$ cat config.mk
export PLATFORM = sky130hd
export DESIGN_NAME = vec_scalar_operand_bridge
export DESIGN_NICKNAME = d
export VERILOG_FILES = /design/src/rtl/vsx_pkg.sv /design/src/rtl/vsx_resp_fifo.sv /design/src/rtl/vec_scalar_operand_bridge.sv
export SDC_FILE = /design/constraint.sdc
export NUM_CORES = 1
export LEC_CHECK = 0
export BUFFER_PORTS_ARGS = -buffer_cell sky130_fd_sc_hd__buf_2
export CORE_ASPECT_RATIO = 1.4
export CORE_MARGIN = 2
export CORE_UTILIZATION = 45
export CTS_CLUSTER_DIAMETER = 60
export DETAILED_ROUTE_END_ITERATION = 8
export PLACE_DENSITY = 0.79
export SLEW_MARGIN = 20
export SYNTH_ARGS = -nofsm -noshare
export SYNTH_HDL_FRONTEND = slang
export SYNTH_HIERARCHICAL = 1
export SYNTH_SLANG_ARGS = --single-unit
$ cat constraint.sdc
create_clock -name clk_i -period 3.5 [get_ports clk_i]
set_clock_uncertainty 0.05 [all_clocks]
set_input_delay 0.175 -clock clk_i [delete_from_list [all_inputs] [get_ports clk_i]]
set_output_delay 0.175 -clock clk_i [all_outputs]
set_load 0.01 [all_outputs]
$ cat src/rtl/vsx_pkg.sv
// ---------------------------------------------------------------------------
// vsx_pkg
// Shared definitions for the vector/scalar operand bridge:
//   - starve_state_t : encoding of the starvation FSM states
//   - min1_clog2     : ceil(log2(n)), but never less than 1, for index widths
//   - id_width       : requester-id width for a given requester count
//   - count_width    : occupancy-counter width for a given queue depth
//   - starve_width   : blocked-cycle counter width for a given limit
// The response entry layout ({id, data}) depends on module parameters, so
// the packed struct for it is declared inside the top module.
// ---------------------------------------------------------------------------
package vsx_pkg;

   typedef enum logic [0:0] {
      ST_RUN  = 1'b0,   // normal opportunistic operation
      ST_WAIT = 1'b1    // starving: asking the control unit to lend the port
   } starve_state_t;

   function automatic int min1_clog2(input int n);
      return (n <= 1) ? 1 : $clog2(n);
   endfunction

   function automatic int id_width(input int num_req);
      return min1_clog2(num_req);
   endfunction

   // One extra bit so a completely full queue can be represented.
   function automatic int count_width(input int depth);
      return $clog2(depth) + 1;
   endfunction

   // The counter only needs to reach STARVE_LIMIT-1.
   function automatic int starve_width(input int limit);
      return min1_clog2(limit);
   endfunction

endpackage

$ cat src/rtl/vsx_resp_fifo.sv
// ---------------------------------------------------------------------------
// vsx_resp_fifo
// Synchronous FIFO holding bridge responses until the consumer takes them.
// The head entry is visible combinationally on pop_data.
// Ports:
//   clk        in   clock
//   rst        in   synchronous reset, active-high (empties the queue)
//   push       in   write push_data at the tail
//   push_data  in   WIDTH-bit entry
//   pop        in   drop the head entry (ignored when empty)
//   pop_data   out  head entry (undefined contents when empty)
//   full       out  DEPTH entries stored
//   empty      out  no entries stored
//   count      out  occupancy, 0..DEPTH
// A push while full is accepted only together with a pop in the same cycle.
// DEPTH must be a power of two so the pointers wrap naturally.
// ---------------------------------------------------------------------------
module vsx_resp_fifo
   import vsx_pkg::*;
#(
   parameter int WIDTH = 8,
   parameter int DEPTH = 4,
   parameter int CNT_W = count_width(DEPTH)
) (
   input  logic             clk,
   input  logic             rst,
   input  logic             push,
   input  logic [WIDTH-1:0] push_data,
   input  logic             pop,
   output logic [WIDTH-1:0] pop_data,
   output logic             full,
   output logic             empty,
   output logic [CNT_W-1:0] count
);

   localparam int PTR_W = min1_clog2(DEPTH);

   logic [WIDTH-1:0] mem [DEPTH];
   logic [PTR_W-1:0] wr_ptr;
   logic [PTR_W-1:0] rd_ptr;
   logic             do_push;
   logic             do_pop;

   assign empty    = (count == '0);
   assign full     = (count == CNT_W'(DEPTH));
   assign do_pop   = pop & ~empty;
   assign do_push  = push & (~full | do_pop);
   assign pop_data = mem[rd_ptr];

   // NOTE: state registers use non-blocking (<=) so every flop samples the
   // pre-edge values; blocking here would create order-dependent races.
   always_ff @(posedge clk) begin
      if (rst) begin
         wr_ptr <= '0;
         rd_ptr <= '0;
         count  <= '0;
      end else begin
         if (do_push) wr_ptr <= wr_ptr + 1'b1;
         if (do_pop)  rd_ptr <= rd_ptr + 1'b1;
         case ({do_push, do_pop})
            2'b10:   count <= count + 1'b1;
            2'b01:   count <= count - 1'b1;
            default: count <= count;
         endcase
      end
   end

   // NOTE: the storage array is deliberately not reset; validity is tracked
   // by count/pointers alone, and resetting it would cost a reset net per bit.
   always_ff @(posedge clk) begin
      if (do_push) mem[wr_ptr] <= push_data;
   end

endmodule

$ cat src/rtl/vec_scalar_operand_bridge.sv
// ---------------------------------------------------------------------------
// vec_scalar_operand_bridge
// Lets NUM_REQ vector requesters read scalar registers through regfile read
// port 1. The port is used whenever the scalar RR stage leaves it free; a
// requester blocked for STARVE_LIMIT cycles makes the bridge ask the control
// unit to stall RR and lend the port. Read data is bypassed from the same-cycle
// writeback and x0 always reads as zero. Results go through a small response
// queue with a valid/ready interface.
// Ports:
//   clk_i         in   clock
//   rst_i         in   synchronous reset, active-high
//   req_valid_i   in   per-requester read request
//   req_addr_i    in   packed indices, requester k at [k*ADDR_W +: ADDR_W]
//   req_ready_o   out  one-hot grant (zero when nothing is accepted)
//   port_free_i   in   scalar pipeline leaves read port 1 idle this cycle
//   steal_ack_i   in   control unit stalled RR, port reserved this cycle
//   steal_req_o   out  request to stall RR and lend read port 1
//   rf_rd_en_o    out  bridge drives read port 1 this cycle
//   rf_rd_addr_o  out  read index (zero when not driving the port)
//   rf_rd_data_i  in   combinational regfile read data
//   wb_en_i       in   regfile write this cycle
//   wb_addr_i     in   write index
//   wb_data_i     in   write data
//   resp_valid_o  out  response queue not empty
//   resp_ready_i  in   consumer pops the head
//   resp_data_o   out  head data (zero when empty)
//   resp_id_o     out  head requester id (zero when empty)
//   count_o       out  queue occupancy
// ---------------------------------------------------------------------------
module vec_scalar_operand_bridge
   import vsx_pkg::*;
#(
   parameter int NUM_REQ      = 2,
   parameter int XLEN         = 64,
   parameter int ADDR_W       = 5,
   parameter int FIFO_DEPTH   = 4,
   parameter int STARVE_LIMIT = 8,
   parameter int ID_W         = id_width(NUM_REQ),
   parameter int CNT_W        = count_width(FIFO_DEPTH)
) (
   input  logic                      clk_i,
   input  logic                      rst_i,
   input  logic [NUM_REQ-1:0]        req_valid_i,
   input  logic [NUM_REQ*ADDR_W-1:0] req_addr_i,
   output logic [NUM_REQ-1:0]        req_ready_o,
   input  logic                      port_free_i,
   input  logic                      steal_ack_i,
   output logic                      steal_req_o,
   output logic                      rf_rd_en_o,
   output logic [ADDR_W-1:0]         rf_rd_addr_o,
   input  logic [XLEN-1:0]           rf_rd_data_i,
   input  logic                      wb_en_i,
   input  logic [ADDR_W-1:0]         wb_addr_i,
   input  logic [XLEN-1:0]           wb_data_i,
   output logic                      resp_valid_o,
   input  logic                      resp_ready_i,
   output logic [XLEN-1:0]           resp_data_o,
   output logic [ID_W-1:0]           resp_id_o,
   output logic [CNT_W-1:0]          count_o
);

   localparam int SC_W = starve_width(STARVE_LIMIT);

   typedef struct packed {
      logic [ID_W-1:0] id;
      logic [XLEN-1:0] data;
   } resp_t;

   // Arbiter
   logic [ID_W-1:0]    rr_ptr;
   logic [ID_W-1:0]    grant_idx;
   logic [NUM_REQ-1:0] pick;
   logic [ADDR_W-1:0]  grant_addr;
   logic               found;
   logic               avail;
   logic               space;
   logic               accept;
   logic               any_valid;
   int                 scan_pos;
   logic [ID_W-1:0]    scan_idx;

   // Data path
   logic [XLEN-1:0]    sel_data;
   resp_t              push_entry;
   resp_t              head_entry;
   logic               fifo_full;
   logic               fifo_empty;

   // Starvation FSM
   starve_state_t      state;
   starve_state_t      next_state;
   logic [SC_W-1:0]    starve_cnt;
   logic [SC_W-1:0]    next_cnt;
   logic               blocked;

   assign any_valid = |req_valid_i;
   assign avail     = port_free_i | steal_ack_i;
   // A pop in the same cycle frees a slot for the push even when full.
   assign space     = ~fifo_full | (resp_valid_o & resp_ready_i);

   // -----------------------------------------------------------------------
   // Round-robin pick: first valid requester at or after rr_ptr, wrapping.
   // -----------------------------------------------------------------------
   // NOTE: every variable written in a combinational block gets a default
   // first, so no path leaves it unassigned and no latch is inferred.
   always_comb begin
      found      = 1'b0;
      pick       = '0;
      grant_idx  = '0;
      grant_addr = '0;
      scan_pos   = 0;
      scan_idx   = '0;
      for (int i = 0; i < NUM_REQ; i++) begin
         scan_pos = int'(rr_ptr) + i;
         if (scan_pos >= NUM_REQ) scan_pos = scan_pos - NUM_REQ;
         scan_idx = scan_pos[ID_W-1:0];
         if (!found && req_valid_i[scan_idx]) begin
            found           = 1'b1;
            pick[scan_idx]  = 1'b1;
            grant_idx       = scan_idx;
            grant_addr      = req_addr_i[scan_pos*ADDR_W +: ADDR_W];
         end
      end
   end

   assign accept       = found & avail & space;
   assign req_ready_o  = accept ? pick : '0;
   assign rf_rd_en_o   = accept;
   assign rf_rd_addr_o = accept ? grant_addr : '0;

   always_ff @(posedge clk_i) begin
      if (rst_i) begin
         rr_ptr <= '0;
      end else if (accept) begin
         if (grant_idx == ID_W'(NUM_REQ - 1)) rr_ptr <= '0;
         else                                 rr_ptr <= grant_idx + 1'b1;
      end
   end

   // -----------------------------------------------------------------------
   // Operand select: x0 is hard zero and outranks a (meaningless) write to
   // x0; otherwise a same-cycle writeback to the same index wins over the
   // stale regfile contents.
   // -----------------------------------------------------------------------
   always_comb begin
      if (grant_addr == '0)
         sel_data = '0;
      else if (wb_en_i && (wb_addr_i == grant_addr))
         sel_data = wb_data_i;
      else
         sel_data = rf_rd_data_i;
   end

   always_comb begin
      push_entry.id   = grant_idx;
      push_entry.data = sel_data;
   end

   vsx_resp_fifo #(
      .WIDTH (XLEN + ID_W),
      .DEPTH (FIFO_DEPTH),
      .CNT_W (CNT_W)
   ) u_resp_fifo (
      .clk       (clk_i),
      .rst       (rst_i),
      .push      (accept),
      .push_data (push_entry),
      .pop       (resp_ready_i),
      .pop_data  (head_entry),
      .full      (fifo_full),
      .empty     (fifo_empty),
      .count     (count_o)
   );

   // Stale storage is never exposed: an empty queue presents zeros.
   assign resp_valid_o = ~fifo_empty;
   assign resp_data_o  = fifo_empty ? '0 : head_entry.data;
   assign resp_id_o    = fifo_empty ? '0 : head_entry.id;

   // -----------------------------------------------------------------------
   // Starvation FSM
   // -----------------------------------------------------------------------
   always_ff @(posedge clk_i) begin
      if (rst_i) begin
         state      <= ST_RUN;
         starve_cnt <= '0;
      end else begin
         state      <= next_state;
         starve_cnt <= next_cnt;
      end
   end

   assign blocked = any_valid & ~accept;

   always_comb begin
      next_state = state;
      next_cnt   = starve_cnt;
      case (state)
         ST_RUN: begin
            if (accept) begin
               next_cnt = '0;
            end else if (blocked) begin
               if (starve_cnt == SC_W'(STARVE_LIMIT - 1)) next_state = ST_WAIT;
               else                                       next_cnt   = starve_cnt + 1'b1;
            end
         end
         ST_WAIT: begin
            // Leave on: any grant (normally via steal_ack), requests gone,
            // or a full queue, where lending the port would not help.
            if (accept || !any_valid || (blocked && !space)) begin
               next_state = ST_RUN;
               next_cnt   = '0;
            end
         end
         default: begin
            next_state = ST_RUN;
            next_cnt   = '0;
         end
      endcase
   end

   // Decoded straight from the state flop, so the request is glitch-free.
   always_comb begin
      steal_req_o = (state == ST_WAIT);
   end

endmodule
# Yosys cells after proc, flatten, opt, wreduce, memory -nomap -nowiden
# Memory sizes are Yosys's and may differ from the RTL's. A register that Yosys moved wholly into a read port is not among the register bits.
# Cells that the tools add are included.
word_totals:
  register_bits: 12
  ramBits: 260
  mem_count: 1
op_classes:
  addsub: 9
  mul: 2
  magnitude_cmp: 6
  eq_ne: 8
  n_shift: 2
  n_mux: 40
  bitwise: 12
  n_reduce_logical: 15
memory_table:
  columns: ["memory", "depth", "width", "read_ports", "rd_clocked_by_memory_dff", "wr", "line", "text"]
  rows:
  - ["u_resp_fifo.mem", 4, 65, 1, 1, 1, "vsx_resp_fifo.sv:38", "logic [WIDTH-1:0] mem [DEPTH];"]
ops:
  columns: ["cell", "count"]
  rows:
  - ["$mux 64", 3]
  - ["$mul 32x4->32 const B", 2]
  - ["$mux 32", 2]
  - ["$shiftx 10x32->5", 2]
  - ["$mux 1", 18]
  - ["$mux 5", 3]
  - ["$mux 3", 4]
  - ["$pmux 3 s2", 2]
  - ["$mux 2", 5]
  - ["$add 3x1->3 const B", 2]
  - ["$eq 3x3->1 const B", 2]
  - ["$ne 3x3->1 const B", 2]
  - ["$and 1x1->1", 5]
  - ["$eq 5x5->1", 1]
  - ["$logic_and 1x1->1", 5]
  - ["$logic_not 5->1", 1]
  - ["$add 2x1->2 const B", 2]
  - ["$lt 1x2->1 const B", 2]
  - ["$not 1->1", 4]
  - ["$logic_not 1->1", 3]
  - ["$logic_not 3->1", 1]
  - ["$reduce_and 3->1", 1]
  - ["$sub 1x2->3 const B", 1]
  - ["$sub 2x2->3 const B", 1]
  - ["other kinds (16)", 20]

# Longest topological paths before layout
# Gate-level depths: netlist of the first run.
logic_depth:
  word_depth: 16
  ltp_mapped: 13
  depth_no_buf: 11

# Cells and area by module
# Netlist of the first run, hierarchy kept.
by_module_without_submodules:
  columns: ["mod", "n_inst", "cells_each", "area_each_um2"]
  rows:
  - ["vsx_resp_fifo", 1, 405, 9940.8]
  - ["vec_scalar_operand_bridge", 1, 360, 2334.7]

# Worst setup path after synthesis of the first run
# No wires, ideal clock.
synth_timing:
  path_kind: "reg2reg"
  start: "reg u_resp_fifo.count[2]"
  end: "mem u_resp_fifo/mem[0][0] in the netlist's numbering (enable)"
  arrival_time_ps: 3343
  required_time_ps: 3020
  setup_slack_ps: -323
  stages_incl_launch_ff: 9
  path_cell_list: "dfxtp_1 buf_2 nor3_1 nand2b_1 a21oi_1 nand2_1 inv_1 clkbuf_1 and3_1"
synth_via:
  elab_chain_len: 8
  word_cells_on_any_way: 10
synth_rtl:
  columns: ["element", "line", "text"]
  rows:
  - ["from (decl)", "vsx_resp_fifo.sv:33", "output logic [CNT_W-1:0] count"]
  - ["from (signal assigned)", "vsx_resp_fifo.sv:61", "2'b10: count <= count + 1'b1;"]
  - ["from (signal assigned)", "vsx_resp_fifo.sv:62", "2'b01: count <= count - 1'b1;"]
  - ["from (signal assigned)", "vsx_resp_fifo.sv:63", "default: count <= count;"]
  - ["$logic_not 3->1", "vsx_resp_fifo.sv:44", "assign empty = (count == '0);"]
  - ["named net fifo_empty", "vec_scalar_operand_bridge.sv:87", "logic fifo_empty;"]
  - ["$not 1->1", "vec_scalar_operand_bridge.sv:176", "assign resp_valid_o = ~fifo_empty;"]
  - ["$and 1x1->1", "vec_scalar_operand_bridge.sv:99", "assign space = ~fifo_full | (resp_valid_o & resp_ready_i);"]
  - ["$or 1x1->1", "vec_scalar_operand_bridge.sv:99", null]
  - ["$and 1x1->1", "vec_scalar_operand_bridge.sv:126", "assign accept = found & avail & space;"]
  - ["named net rf_rd_en_o", "vec_scalar_operand_bridge.sv:49", "output logic rf_rd_en_o,"]
  - ["$and 1x1->1", "vsx_resp_fifo.sv:47", "assign do_push = push & (~full | do_pop);"]
  - ["$mux 1", "vsx_resp_fifo.sv:71", "if (do_push) mem[wr_ptr] <= push_data;"]
  - ["$mux 1 (not written as such)", "vsx_resp_fifo.sv:71", null]
  - ["to (decl)", "vsx_resp_fifo.sv:38", null]
# The timed path passes the listed nets, and every way through them passes these cells.

# Worst setup path after layout of the first run
layout_timing:
  start: "in req_valid_i[0]"
  end: "mem u_resp_fifo/mem[0][23] in the netlist's numbering (data pin)"
layout_via:
  elab_chain_len: 10
  word_cells_on_any_way: 14
layout_rtl:
  columns: ["element", "line", "text"]
  rows:
  - ["from (decl)", "vec_scalar_operand_bridge.sv:43", "input logic [NUM_REQ-1:0] req_valid_i,"]
  - ["$mux 1 (not written as such) (2 in series)", "vec_scalar_operand_bridge.sv:117", "if (!found && req_valid_i[scan_idx]) begin"]
  - ["$mux 1", "vec_scalar_operand_bridge.sv:117", null]
  - ["$logic_not 1->1", "vec_scalar_operand_bridge.sv:117", null]
  - ["$logic_and 1x1->1", "vec_scalar_operand_bridge.sv:117", null]
  - ["$mux 5 (*)", "vec_scalar_operand_bridge.sv:117", null]
  - ["$eq 5x5->1", "vec_scalar_operand_bridge.sv:148", "else if (wb_en_i && (wb_addr_i == grant_addr))"]
  - ["$logic_and 1x1->1", "vec_scalar_operand_bridge.sv:148", null]
  - ["$mux 64", "vec_scalar_operand_bridge.sv:148", null]
  - ["$mux 64 (*)", "vec_scalar_operand_bridge.sv:146", "if (grant_addr == '0)"]
  - ["named net sel_data[23]", "vec_scalar_operand_bridge.sv:83", "logic [XLEN-1:0] sel_data;"]
# Mark *: on every way through the listed nets, which the timed path passes. The rest lies on a longest branch. The select of a mux whose other input is x is not followed.

==> metrics.yaml, run 1 <==
pre_cts_ws_ps: 662
cts-htree-levels: 1
critPathKind: "in -> reg"
first_pass_grt_wire_length_mm: 42.5
antenna_found_initial: 0
muxShareOfSynthArea_pct: 11.9
drt_wl_total_mm: 28.1
critical_path.max_stage_delay_ps: 650
final_net_count: 1215
total_power_mw: 9.44
library_cells_used_by_synthesis: 47
synth-async-reset-ratio_pct: 0
path_clk_slew_ps: 60
rsz0062_at_grt: "no"
antennaDiodeCount: 0
shortest_clock_period_the_worst_path_allows_after_layout_ps: 3240
drive_gt1_share_pct: 39.6
cts-root-to-sink-buffers: 3
gpl.final_weighted_congestion: 0.786
hold_viol_final: 0
die_outline_area_sq_um: 28600
crit_slowest_cell: "sky130_fd_sc_hd__buf_4"
clock-sinks: 274
areaGrowthSynthToFinish_pct: 25.0
grt.overflow.total: 0
timing.critical_path.max_delay_family: "buffers and inverters"
synth-seq-area-share_pct: 65.9
synth_flop_cell: "sky130_fd_sc_hd__edfxtp_1"
maxCapViolCount: 0
cts_tree: "done"
syn_area_per_cell_sq_um: 16.0
synth_edf_count: 260
insertion_delay_ps: 520
cp_max_fo: 64
grtUsageTotal_pct: 19.3
vdd.ir_drop.worst_mv: 0.610
route.detailed.drc: 0
route.detailed.vias_per_inst: 5.51
dp_hpwl_mm: 17.0
worst_setup_path_start_kind: "input pin"
report.final.setup_viol: 0
yosys.area_share.adder_pct: 0.775
cp.required_ps: 3810
largest_net_degree_at_the_start_of_global_routing: 69
yosys_register_bits: 274
report.final.slew_viol_count: 0
cts-buffers-inserted: 26
io_buffer_count: 228
critPathMostFrequentCell: "sky130_fd_sc_hd__dlygate4sd3_1"
synth-warning-count: 6
timing.slew.headroom_pct: 42.6
post-cts-setup-buffer-count: 0
cp_cell_sequence: "dlygate4sd3_1 > buf_2 > a21boi_2 > a32oi_1 > xnor2_1 > nor4_4 > buf_4 > nand4_1 > o21ai_2 > dlygate4sd3_1"
setup_slack_ps: 256
fp.coreArea_sq_um: 26800
hp-class: "in -> reg"
synth_cells: 765
fin_crit_sh_pct: 92.7
max_freq_ghz: 0.308
post_synth_design_cell_area_sq_um: 12300
initial_utilization_pct: 45.8
dominant_combinational_cell_family_by_area_after_synthesis: "multiplexers"
postRouteAntennaNets: 0
power.static_leakage_nw: 5.57
route.detailed.wl_per_inst_um: 19.5
detail_route.first_pass.iterations: 4
endpoint_kind_of_the_worst_setup_timing_path: "flop"
arrival_time_worst_endpoint_ps: 3550
layout.cells.most_common: "sky130_fd_sc_hd__edfxtp_1"
synth_fp_nets: 923
p_per_area_nw_per_um2: 615
die_outline_width_um: 144
drtIter0Drc: 474
design.portCount: 229
detailroute.via_count: 7941
synth_xor_area_share_pct: 0.642
outcome: "completed"
tightest_slew_ps: 861
post_synth_and_or_nand_nor_area_fraction_pct: 11.1
number_of_global_route_vias_before_repair: 8133
layout_common_cells: "260 x sky130_fd_sc_hd__edfxtp_1, 228 x sky130_fd_sc_hd__buf_2, 77 x sky130_fd_sc_hd__dlygate4sd3_1, 71 x sky130_fd_sc_hd__nand2_1, 66 x sky130_fd_sc_hd__nor2b_1"
clock_tree.root_cell: "sky130_fd_sc_hd__clkbuf_16"
critical_path.n_buffers_inverters: 4
timing.setup.tns_ps: 0
die_height_um: 199
placementRows: 71
synth_compound_area_share_pct: 5.76
==> flip-flops by register name, indices dropped and copies added, names as in the netlist, named ones only <==
register	count
u_resp_fifo/mem	260
u_resp_fifo/rd_ptr	2
starve_cnt	3
u_resp_fifo/wr_ptr	2
steal_req_o	1
u_resp_fifo/count	3
rr_ptr	1
==> stage by stage <==
stage / utilization, % / std cells / cell area [sq um] / hold WS (ps)
global route: 57.2 / 1441 / 15300 / 9.51
floorplan: - / 765 / 12300 / 194
global placement: 51.2 / 1317 / 13700 / 393
CTS: 57.2 / 1441 / 15300 / 0.254
finish: 57.2 / 1441 / 15300 / 8.17
detailed placement: 51.2 / 1317 / 13700 / 402
==> cells in the mapped netlist (6+ instances only) <==
| cell | n | area share, % |
|---|---|---|
| sky130_fd_sc_hd__a21oi_1 | 7 | 0.29 |
| sky130_fd_sc_hd__and2_1 | 6 | 0.31 |
| sky130_fd_sc_hd__buf_2 | 15 | 0.61 |
| sky130_fd_sc_hd__buf_6 | 14 | 1.3 |
| sky130_fd_sc_hd__clkbuf_1 | 25 | 0.76 |
| sky130_fd_sc_hd__dfxtp_1 | 14 | 2.3 |
| sky130_fd_sc_hd__edfxtp_1 | 260 | 64 |
| sky130_fd_sc_hd__ha_1 | 6 | 0.61 |
| sky130_fd_sc_hd__inv_1 | 8 | 0.24 |
| sky130_fd_sc_hd__mux4_2 | 65 | 12 |
| sky130_fd_sc_hd__nand2_1 | 71 | 2.2 |
| sky130_fd_sc_hd__nand4_1 | 64 | 3.3 |
| sky130_fd_sc_hd__nor2_1 | 15 | 0.46 |
| sky130_fd_sc_hd__nor2b_1 | 66 | 3.4 |
| sky130_fd_sc_hd__o21ai_0 | 6 | 0.24 |
| sky130_fd_sc_hd__o21ai_1 | 10 | 0.41 |
| sky130_fd_sc_hd__o21ai_2 | 50 | 3.6 |
==> final cells by class <==
| type | instances | area (sq um) |
|---|---|---|
| inverters | 8 | 30.0 |
| flip-flops and latches | 274 | 8100 |
| well taps | 365 | 457 |
| clock inverters | 13 | 104 |
| clock buffers | 34 | 732 |
| repair buffers | 327 | 2170 |
| multi-input cells | 420 | 3750 |
| fillers | 2073 | 11500 |
==> repair_timing <==
action	4_1_cts	5_1_grt
setup endpoints to repair	0	6
endpoints found under the hold margin	188	0
hold buffers	77	0
gates resized for setup	0	1
==> cells by family (layout without fill, tap and decap cells) <==
family / count (synthesis) / after routing
AOI/OAI and AO/OA: 90 / 90
DFF: 274 / 274
and+or+nand+nor: 249 / 249
buffers and inverters: 71 / 382
muxes: 65 / 65
xor gates and xnor gates: 9 / 9
adders and majority gates: 7 / 7
==> metal layers <==
metal / wire (um) / track usage, % / up-vias / share of wire [%]
met3: 1430 / 2.76 / 68 / 5.1
li1: - / - / 3602 / -
met4: 1040 / 8.50 / 0 / 3.7
met5: 0 / 0 / - / 0
met2: 15000 / 35.0 / 306 / 53
met1: 10600 / 22.6 / 3965 / 38
==> where the power goes <==
part	switching, mW	internal, mW	total, mW
combinational	1.38	1.17	2.55
sequential	0.172	4.03	4.20
clock	1.14	1.55	2.69
==> tightest hold or removal path, cell delays in order <==
cell	delay [ps]
sky130_fd_sc_hd__buf_2	70
sky130_fd_sc_hd__nand4_1	90
sky130_fd_sc_hd__o21ai_2	120
==> worst paths after layout <==
| kind | start | cells after the start | to | slack [ps] |
|---|---|---|---|---|
| worst min-delay path | wb_data_i[27] | 3 | u_resp_fifo/mem[2][27] | 8 |
| worst max register to register | rr_ptr | 8 | u_resp_fifo/mem[0][23] | 270 |
| worst min register to register | starve_cnt[1] | 2 | starve_cnt[1] | 410 |
| worst max-delay path | req_valid_i[0] | 10 | u_resp_fifo/mem[0][23] | 260 |
Power figures use the tool's default switching activity.
==> inputs of run 2 (changes only) <==
--- a/config.mk
+++ b/config.mk
@@ -11,7 +11,9 @@
 export CORE_UTILIZATION = 45
 export CTS_CLUSTER_DIAMETER = 60
 export DETAILED_ROUTE_END_ITERATION = 8
-export PLACE_DENSITY = 0.79
+export GPL_TIMING_DRIVEN = 0
+export PLACE_DENSITY = 0.77
+export REMOVE_ABC_BUFFERS = 1
 export SLEW_MARGIN = 20
 export SYNTH_ARGS = -nofsm -noshare
 export SYNTH_HDL_FRONTEND = slang
==> constraint.sdc (replaced) <==
create_clock -name clk_i -period 3.65 [get_ports clk_i]
set_clock_uncertainty 0.05 [all_clocks]
set_input_delay 0.1825 -clock clk_i [delete_from_list [all_inputs] [get_ports clk_i]]
set_output_delay 0.1825 -clock clk_i [all_outputs]
set_load 0.01 [all_outputs]
==> run 2 against run 1 <==
Core utilization is 0.56 points lower. Setup slack worse by 38 ps. Final cell count decreased by 1.4%. Sequential share of layout area grew 0.53 points. Die area unchanged. Global-route usage down 1.5 points. Total power shrank 5.0%. Sequential cell count stayed put. Critical path type unchanged.
==> metrics.yaml, run 2 (same netlist as run 1, synthesis figures left out) <==
detail_route.first_pass.iterations: 4  # unchanged
sequential_power_share_pct: 44.7  # was 44.5%
finalHoldWorstSlack_ps: 2.82  # was 8.17 ps
groute.layer.met2.usage_pct: 32.6  # was 35.0%
timing.slew.headroom_pct: 48.2  # was 42.6%
cts_tree: "done"  # unchanged
fp.coreArea_sq_um: 26800  # unchanged
hold_viol_final: 0  # unchanged
insertion_delay_ps: 520  # about the same
drt_wl_total_mm: 26.0  # was 28.1 mm
report.final.slew_viol_count: 0  # unchanged
internal_pwr_total_mw: 6.45  # was 6.75 mW
ff2ff_setup_slack_ps: 220  # was 270 ps
grt_use_met3_pct: 2.18  # was 2.76%
timing.setup.tns_ps: 0  # unchanged
p_per_area_nw_per_um2: 591  # was 615 nW/um^2
final_net_count: 1195  # was 1215
outcome: "completed"  # unchanged
report.final.setup_viol: 0  # unchanged
die_height_um: 199  # unchanged
path_clk_slew_ps: 60  # about the same
cts-root-to-sink-buffers: 3  # unchanged
vdd.ir_drop.worst_mv: 0.355  # was 0.610 mV
grtUsageTotal_pct: 17.8  # was 19.3%
detailroute.via_count: 7571  # was 7941
grt.busiest_layer: "met2"  # unchanged
multi_input_area_sq_um: 3760  # was 3750 sq um
maxCapViolCount: 0  # unchanged
postRouteAntennaNets: 0  # unchanged
fin_crit_sh_pct: 94.0
endpoint_kind_of_the_worst_setup_timing_path: "flop"  # unchanged
timing.hold.worst_path_depth: 3  # unchanged
critPathKind: "in -> reg"  # unchanged
top_register: "u_resp_fifo/mem"  # unchanged
io_buffer_count: 228  # unchanged
cts-buffers-inserted: 25  # was 26
route.detailed.vias_per_inst: 5.33  # was 5.51
switching_part_of_the_total_power_pct: 28.1  # was 28.5%
cp_max_fo: 65  # was 64
hp-class: "in -> reg"  # unchanged
grt_util_met1_pct: 21.6  # was 22.6%
r2r_start: "rr_ptr"  # unchanged
antennaDiodeCount: 0  # unchanged
clock-sinks: 274  # unchanged
die_outline_area_sq_um: 28600  # unchanged
power.net_switching_mw: 2.52  # was 2.69 mW
layout.cells.most_common: "sky130_fd_sc_hd__edfxtp_1"  # unchanged
arrival_time_worst_endpoint_ps: 3630  # was 3550 ps
worst_setup_path_start_kind: "input pin"  # unchanged
power_frac_comb_pct: 28.0  # was 27.0%
shortest_clock_period_the_worst_path_allows_after_layout_ps: 3430
tightest_slew_ps: 776  # was 861 ps
number_of_global_route_vias_before_repair: 7425  # was 8133
areaGrowthSynthToFinish_pct: 23.7  # was 25.0%
clock_tree.root_cell: "sky130_fd_sc_hd__clkbuf_16"  # unchanged
dp_hpwl_mm: 16.6  # was 17.0 mm
die_outline_width_um: 144  # unchanged
initial_utilization_pct: 45.8  # unchanged
reg_top3: "u_resp_fifo/mem: 260 flops, starve_cnt: 3 flops, u_resp_fifo/count: 3 flops"  # unchanged
max_freq_ghz: 0.291
cts-htree-levels: 1  # unchanged
r2r_cells: 7  # was 8
post-route-util_pct: 56.6  # was 57.2%
post-cts-setup-buffer-count: 0  # unchanged
min_to: "u_resp_fifo/mem[3][31]"  # was u_resp_fifo/mem[2][27]
rsz0062_at_grt: "no"  # unchanged
worst_r2r_endpoint: "u_resp_fifo/mem[0][11]"  # was u_resp_fifo/mem[0][23]
drive_gt1_share_pct: 40.1  # was 39.6%
largest_net_degree_at_the_start_of_global_routing: 66  # was 69
register_area_sq_um: 8100  # unchanged
grt.overflow.total: 0  # unchanged
layout_common_cells: "260 x sky130_fd_sc_hd__edfxtp_1, 228 x sky130_fd_sc_hd__buf_2, 71 x sky130_fd_sc_hd__nand2_1, 66 x sky130_fd_sc_hd__nor2b_1, 65 x sky130_fd_sc_hd__mux4_2"  # was 260 x sky130_fd_sc_hd__edfxtp_1, 228 x sky130_fd_sc_hd__buf_2, 77 x sky130_fd_sc_hd__dlygate4sd3_1, 71 x sky130_fd_sc_hd__nand2_1, 66 x sky130_fd_sc_hd__nor2b_1
clkPwrFrac_pct: 27.3  # was 28.5%
cp.required_ps: 3850  # was 3810 ps
n_fill_cell: 2101  # was 2073
placementRows: 71  # unchanged
design.portCount: 229  # unchanged
drtIter0Drc: 329  # was 474
timing.hold.worst.start: "wb_data_i[31]"  # was wb_data_i[27]
antenna_found_initial: 0  # unchanged
first_pass_grt_wire_length_mm: 38.8  # was 42.5 mm
route.detailed.drc: 0  # unchanged
gpl.final_weighted_congestion: 0.749  # was 0.786
max_ffs_per_register: 260  # unchanged
power.static_leakage_nw: 5.48  # was 5.57 nW
route.detailed.wl_per_inst_um: 18.3  # was 19.5 um
==> run 2: cell types whose count changed in the layout (fill, tap and decap cells not counted), moves of 2 or more <==
cell	delta
sky130_fd_sc_hd__dlygate4sd3_1	-19
sky130_fd_sc_hd__buf_16	+6
sky130_fd_sc_hd__clkinv_1	+6
sky130_fd_sc_hd__buf_4	-4
sky130_fd_sc_hd__buf_12	-3
sky130_fd_sc_hd__clkbuf_1	-3
sky130_fd_sc_hd__clkbuf_8	-3
sky130_fd_sc_hd__clkbuf_16	-2
sky130_fd_sc_hd__inv_6	+2
==> run 2: worst max-delay path by stage <==
stage | startpoint | endpoint | slack (ps) | cells past startpoint
floorplan | rr_ptr | u_resp_fifo/mem[0][59] | -2960 | 6
global placement | u_resp_fifo/count[0] | u_resp_fifo/mem[3][27] | -7370 | 6
detailed placement | u_resp_fifo/count[0] | u_resp_fifo/mem[3][1] | 110 | 8
CTS | u_resp_fifo/count[0] | u_resp_fifo/mem[3][58] | 110 | 8
global route | rr_ptr | u_resp_fifo/mem[0][32] | 6 | 7
finish | req_valid_i[0] | u_resp_fifo/mem[0][11] | 220 | 9
==> run 2: cell type report <==
cell class | count | area share [%]
Timing Repair Buffer | 308 | 13.6
Inverter | 8 | 0.222
Multi-Input combinational cell | 420 | 24.8
Sequential cell | 274 | 53.3
Tap cell | 365 | 3.01
Clock inverter | 20 | 0.972
Clock buffer | 26 | 4.14
==> run 2: worst max-delay path, cell delays in order <==
cell and delay [ps]:
sky130_fd_sc_hd__dlygate4sd3_1 530, sky130_fd_sc_hd__buf_2 150, sky130_fd_sc_hd__a21boi_2 200, sky130_fd_sc_hd__a32oi_1 320, sky130_fd_sc_hd__xor2_1 190, sky130_fd_sc_hd__and2_4 670, sky130_fd_sc_hd__and2_4 610, sky130_fd_sc_hd__o21ai_2 110
sky130_fd_sc_hd__dlygate4sd3_1 610
==> run 2: per-layer routing <==
metal | vias up | wire [um]
met5 | - | 0
met4 | 0 | 587
met1 | 3754 | 10300
met2 | 219 | 13900
li1 | 3558 | -
met3 | 40 | 1080
==> run 2: per-stage QoR <==
stage | power, mW | area, sq um | cells | setup slack (ps)
floorplan | 5.58 | 11800 | 702 | -2960
global placement | 6.15 | 13400 | 1295 | -7370
detailed placement | 6.59 | 13800 | 1317 | 112
CTS | 9.10 | 15200 | 1421 | 106
global route | 9.41 | 15200 | 1421 | 6.08
finish | 8.97 | 15200 | 1421 | 218
==> run 2: power by group through the flow <==
stage          Clock (mW)  Combinational (mW)  Sequential (mW)
6_report             2.44                2.51             4.01
5_1_grt              2.63                2.74             4.04
4_1_cts              2.52                2.56             4.01
3_5_place_dp            0                2.51             4.08
3_3_place_gp            0                1.93             4.22
2_1_floorplan           0                1.44             4.14
==> run 2: timing repair <==
item / CTS / global route
hold endpoints to repair: 185 / 0
hold buffers: 58 / 0
gates resized for setup: 0 / 2
setup endpoints to repair: 0 / 149
==> inputs of run 3 (changes only) <==
--- a/config.mk
+++ b/config.mk
@@ -12,6 +12,7 @@
 export CTS_CLUSTER_DIAMETER = 60
 export DETAILED_ROUTE_END_ITERATION = 8
 export GPL_TIMING_DRIVEN = 0
+export HOLD_SLACK_MARGIN = 0.12
 export PLACE_DENSITY = 0.77
 export REMOVE_ABC_BUFFERS = 1
 export SLEW_MARGIN = 20
==> run 3 against run 2 <==
Clock-buffer cell count stayed put. Total power is 1.6% higher. Via count is 6.9% higher. Final cell count is 5.6% higher. Non-clock buffer count is 78 higher. Critical path depth stayed put. Sequential power hardly changed. Register-to-register slack worse by 30 ps. Wire length is 9.7% higher. Largest cell class unchanged. Highest routed layer unchanged.
==> metrics.yaml, run 3 (same netlist as run 1, synthesis figures left out) <==
outcome: "completed"  # unchanged
pre_cts_ws_ps: 112  # unchanged
ff2ff_setup_slack_ps: 190  # was 220 ps
grt.busiest_layer: "met2"  # unchanged
rsz0062_at_grt: "no"  # unchanged
dp_cells: 1317  # unchanged
max_freq_ghz: 0.288  # was 0.291 GHz
detailroute.via_count: 8091  # was 7571
timing.hold.worst.start: "rf_rd_data_i[59]"  # was wb_data_i[31]
cp.required_ps: 3850  # about the same
gpl.final_weighted_congestion: 0.749  # unchanged
detail_route.first_pass.iterations: 5  # was 4
min_to: "u_resp_fifo/mem[2][59]"  # was u_resp_fifo/mem[3][31]
placementRows: 71  # unchanged
timing.hold.worst_path_depth: 3  # unchanged
antennaDiodeCount: 0  # unchanged
design.portCount: 229  # unchanged
hold_viol_final: 0  # unchanged
critical_path.max_stage_delay_ps: 630  # was 670 ps
top_register: "u_resp_fifo/mem"  # unchanged
max_ffs_per_register: 260  # unchanged
drt_wl_total_mm: 28.5  # was 26.0 mm
multi_input_area_sq_um: 3770  # was 3760 sq um
cts-htree-levels: 1  # unchanged
post_dp_cell_area_sq_um: 13800  # unchanged
p_per_area_nw_per_um2: 571  # was 591 nW/um^2
antenna_found_initial: 0  # unchanged
shortest_clock_period_the_worst_path_allows_after_layout_ps: 3470  # was 3430 ps
stdcell_count: 1500  # was 1421
fin_crit_sh_pct: 95.1  # was 94.0%
layout.cells.most_common: "sky130_fd_sc_hd__edfxtp_1"  # unchanged
fp.coreArea_sq_um: 26800  # unchanged
drtIter0Drc: 386  # was 329
die_outline_area_sq_um: 28600  # unchanged
crit_slowest_cell: "sky130_fd_sc_hd__dlygate4sd3_1"  # was sky130_fd_sc_hd__and2_4
first_pass_grt_wire_length_mm: 42.1  # was 38.8 mm
r2r_start: "rr_ptr"  # unchanged
groute.layer.met2.usage_pct: 35.1  # was 32.6%
initial_utilization_pct: 45.8  # unchanged
insertion_delay_ps: 520  # about the same
setup_slack_ps: 178  # was 218 ps
dp_hpwl_mm: 16.6  # unchanged
die_height_um: 199  # unchanged
report.final.slew_viol_count: 0  # unchanged
tightest_slew_ps: 793  # was 776 ps
endpoint_kind_of_the_worst_setup_timing_path: "flop"  # unchanged
report.final.setup_viol: 0  # unchanged
critPathMostFrequentCell: "sky130_fd_sc_hd__dlygate4sd3_1"
drive_gt1_share_pct: 37.8  # was 40.1%
die_outline_width_um: 144  # unchanged
timing.slew.headroom_pct: 47.1  # was 48.2%
path_clk_slew_ps: 60  # about the same
layout.cell_area.non_filler_sq_um: 16000  # was 15200 sq um
worst_setup_path_start_kind: "input pin"  # unchanged
route.detailed.vias_per_inst: 5.39  # was 5.33
r2r_cells: 7  # unchanged
n_fill_cell: 1981  # was 2101
timing.critical_path.max_delay_family: "buffers and inverters"  # unchanged
cts-buffers-inserted: 25  # unchanged
arrival_time_worst_endpoint_ps: 3670  # was 3630 ps
hp-class: "in -> reg"  # unchanged
cts-root-to-sink-buffers: 3  # unchanged
number_of_global_route_vias_before_repair: 8146  # was 7425
cp_cell_sequence: "dlygate4sd3_1 > buf_2 > a21boi_2 > a32oi_1 > xnor2_1 > nor4_4 > and2_4 > o21ai_1 > dlygate4sd3_1"  # was dlygate4sd3_1 > buf_2 > a21boi_2 > a32oi_1 > xor2_1 > and2_4 > and2_4 > o21ai_2 > dlygate4sd3_1
vdd.ir_drop.worst_mv: 0.353  # was 0.355 mV
grt_util_met1_pct: 22.4  # was 21.6%
grtUsageTotal_pct: 19.2  # was 17.8%
io_buffer_count: 228  # unchanged
power.static_leakage_nw: 5.83  # was 5.48 nW
largest_net_degree_at_the_start_of_global_routing: 66  # unchanged
cp_max_fo: 30  # was 65
route.detailed.wl_per_inst_um: 19.0  # was 18.3 um
grt_use_met3_pct: 2.61  # was 2.18%
grt.overflow.total: 0  # unchanged
layout_common_cells: "260 x sky130_fd_sc_hd__edfxtp_1, 228 x sky130_fd_sc_hd__buf_2, 132 x sky130_fd_sc_hd__dlygate4sd3_1, 71 x sky130_fd_sc_hd__nand2_1, 66 x sky130_fd_sc_hd__nor2b_1"  # was 260 x sky130_fd_sc_hd__edfxtp_1, 228 x sky130_fd_sc_hd__buf_2, 71 x sky130_fd_sc_hd__nand2_1, 66 x sky130_fd_sc_hd__nor2b_1, 65 x sky130_fd_sc_hd__mux4_2
critPathKind: "in -> reg"  # unchanged
worst_r2r_endpoint: "u_resp_fifo/mem[0][5]"  # was u_resp_fifo/mem[0][11]
postRouteAntennaNets: 0  # unchanged
finalHoldWorstSlack_ps: 136  # was 2.82 ps
total_power_mw: 9.11  # was 8.97 mW
areaGrowthSynthToFinish_pct: 30.1  # was 23.7%
register_area_sq_um: 8100  # unchanged
reg_top3: "u_resp_fifo/mem: 260 flops, starve_cnt: 3 flops, u_resp_fifo/count: 3 flops"  # unchanged
clock-sinks: 274  # unchanged
clock_tree.root_cell: "sky130_fd_sc_hd__clkbuf_16"  # unchanged
critical_path.n_buffers_inverters: 3  # unchanged
final_net_count: 1274  # was 1195
route.detailed.drc: 0  # unchanged
maxCapViolCount: 0  # unchanged
cts_tree: "done"  # unchanged
[run 3: final cells by class]
cell class | count | share of cell area (%)
multi-input combinational | 421 | 23.6
tap | 365 | 2.86
inverter | 8 | 0.212
sequential | 274 | 50.7
clock buffer | 26 | 3.94
clock inverter | 20 | 0.925
timing repair buffer | 386 | 17.8
[run 3: worst register-to-register path: stages (launching register included)]
cell and delay, ps:
sky130_fd_sc_hd__dfxtp_1 340, sky130_fd_sc_hd__nand2b_4 180, sky130_fd_sc_hd__a32oi_1 440, sky130_fd_sc_hd__xnor2_1 170, sky130_fd_sc_hd__nor4_4 550, sky130_fd_sc_hd__and2_4 620, sky130_fd_sc_hd__o21ai_1 210, sky130_fd_sc_hd__dlygate4sd3_1 630
[run 3: worst max-delay path by stage]
| stage | startpoint | endpoint | slack [ps] | cells past startpoint |
|---|---|---|---|---|
| floorplan | rr_ptr | u_resp_fifo/mem[0][59] | -2960 | 6 |
| global placement | u_resp_fifo/count[0] | u_resp_fifo/mem[3][27] | -7370 | 6 |
| detailed placement | u_resp_fifo/count[0] | u_resp_fifo/mem[3][1] | 110 | 8 |
| CTS | u_resp_fifo/count[0] | u_resp_fifo/mem[3][58] | 110 | 8 |
| global route | req_valid_i[0] | u_resp_fifo/mem[2][5] | 3 | 9 |
| finish | req_valid_i[0] | u_resp_fifo/mem[0][5] | 180 | 9 |
[run 3: per-layer routing]
layer	up-vias	part of all wire [%]
li1	3719	-
met1	4005	38
met2	293	53
met3	74	4.6
met4	0	3.7
met5	-	0
[run 3: what timing repair did]
item | CTS | global route
setup buffers | 0 | 4
hold buffers | 132 | 0
gates resized for setup | 0 | 2
endpoints found under the setup margin | 0 | 193
hold endpoints to repair | 270 | 0
[run 3: metrics by stage]
step           setup TNS [ps]  util [%]
2_1_floorplan        -1398260         -
3_3_place_gp         -3754040      50.0
3_5_place_dp                0      51.5
4_1_cts                     0      59.3
5_1_grt                     0      59.5
6_report                    0      59.5
[run 3: report_power, final]
part | internal, mW | total (mW) | switching, mW
clock network | 1.39 | 2.46 | 1.06
registers | 3.86 | 4.01 | 0.146
logic | 1.27 | 2.64 | 1.38
total | 6.53 | 9.11 | 2.59
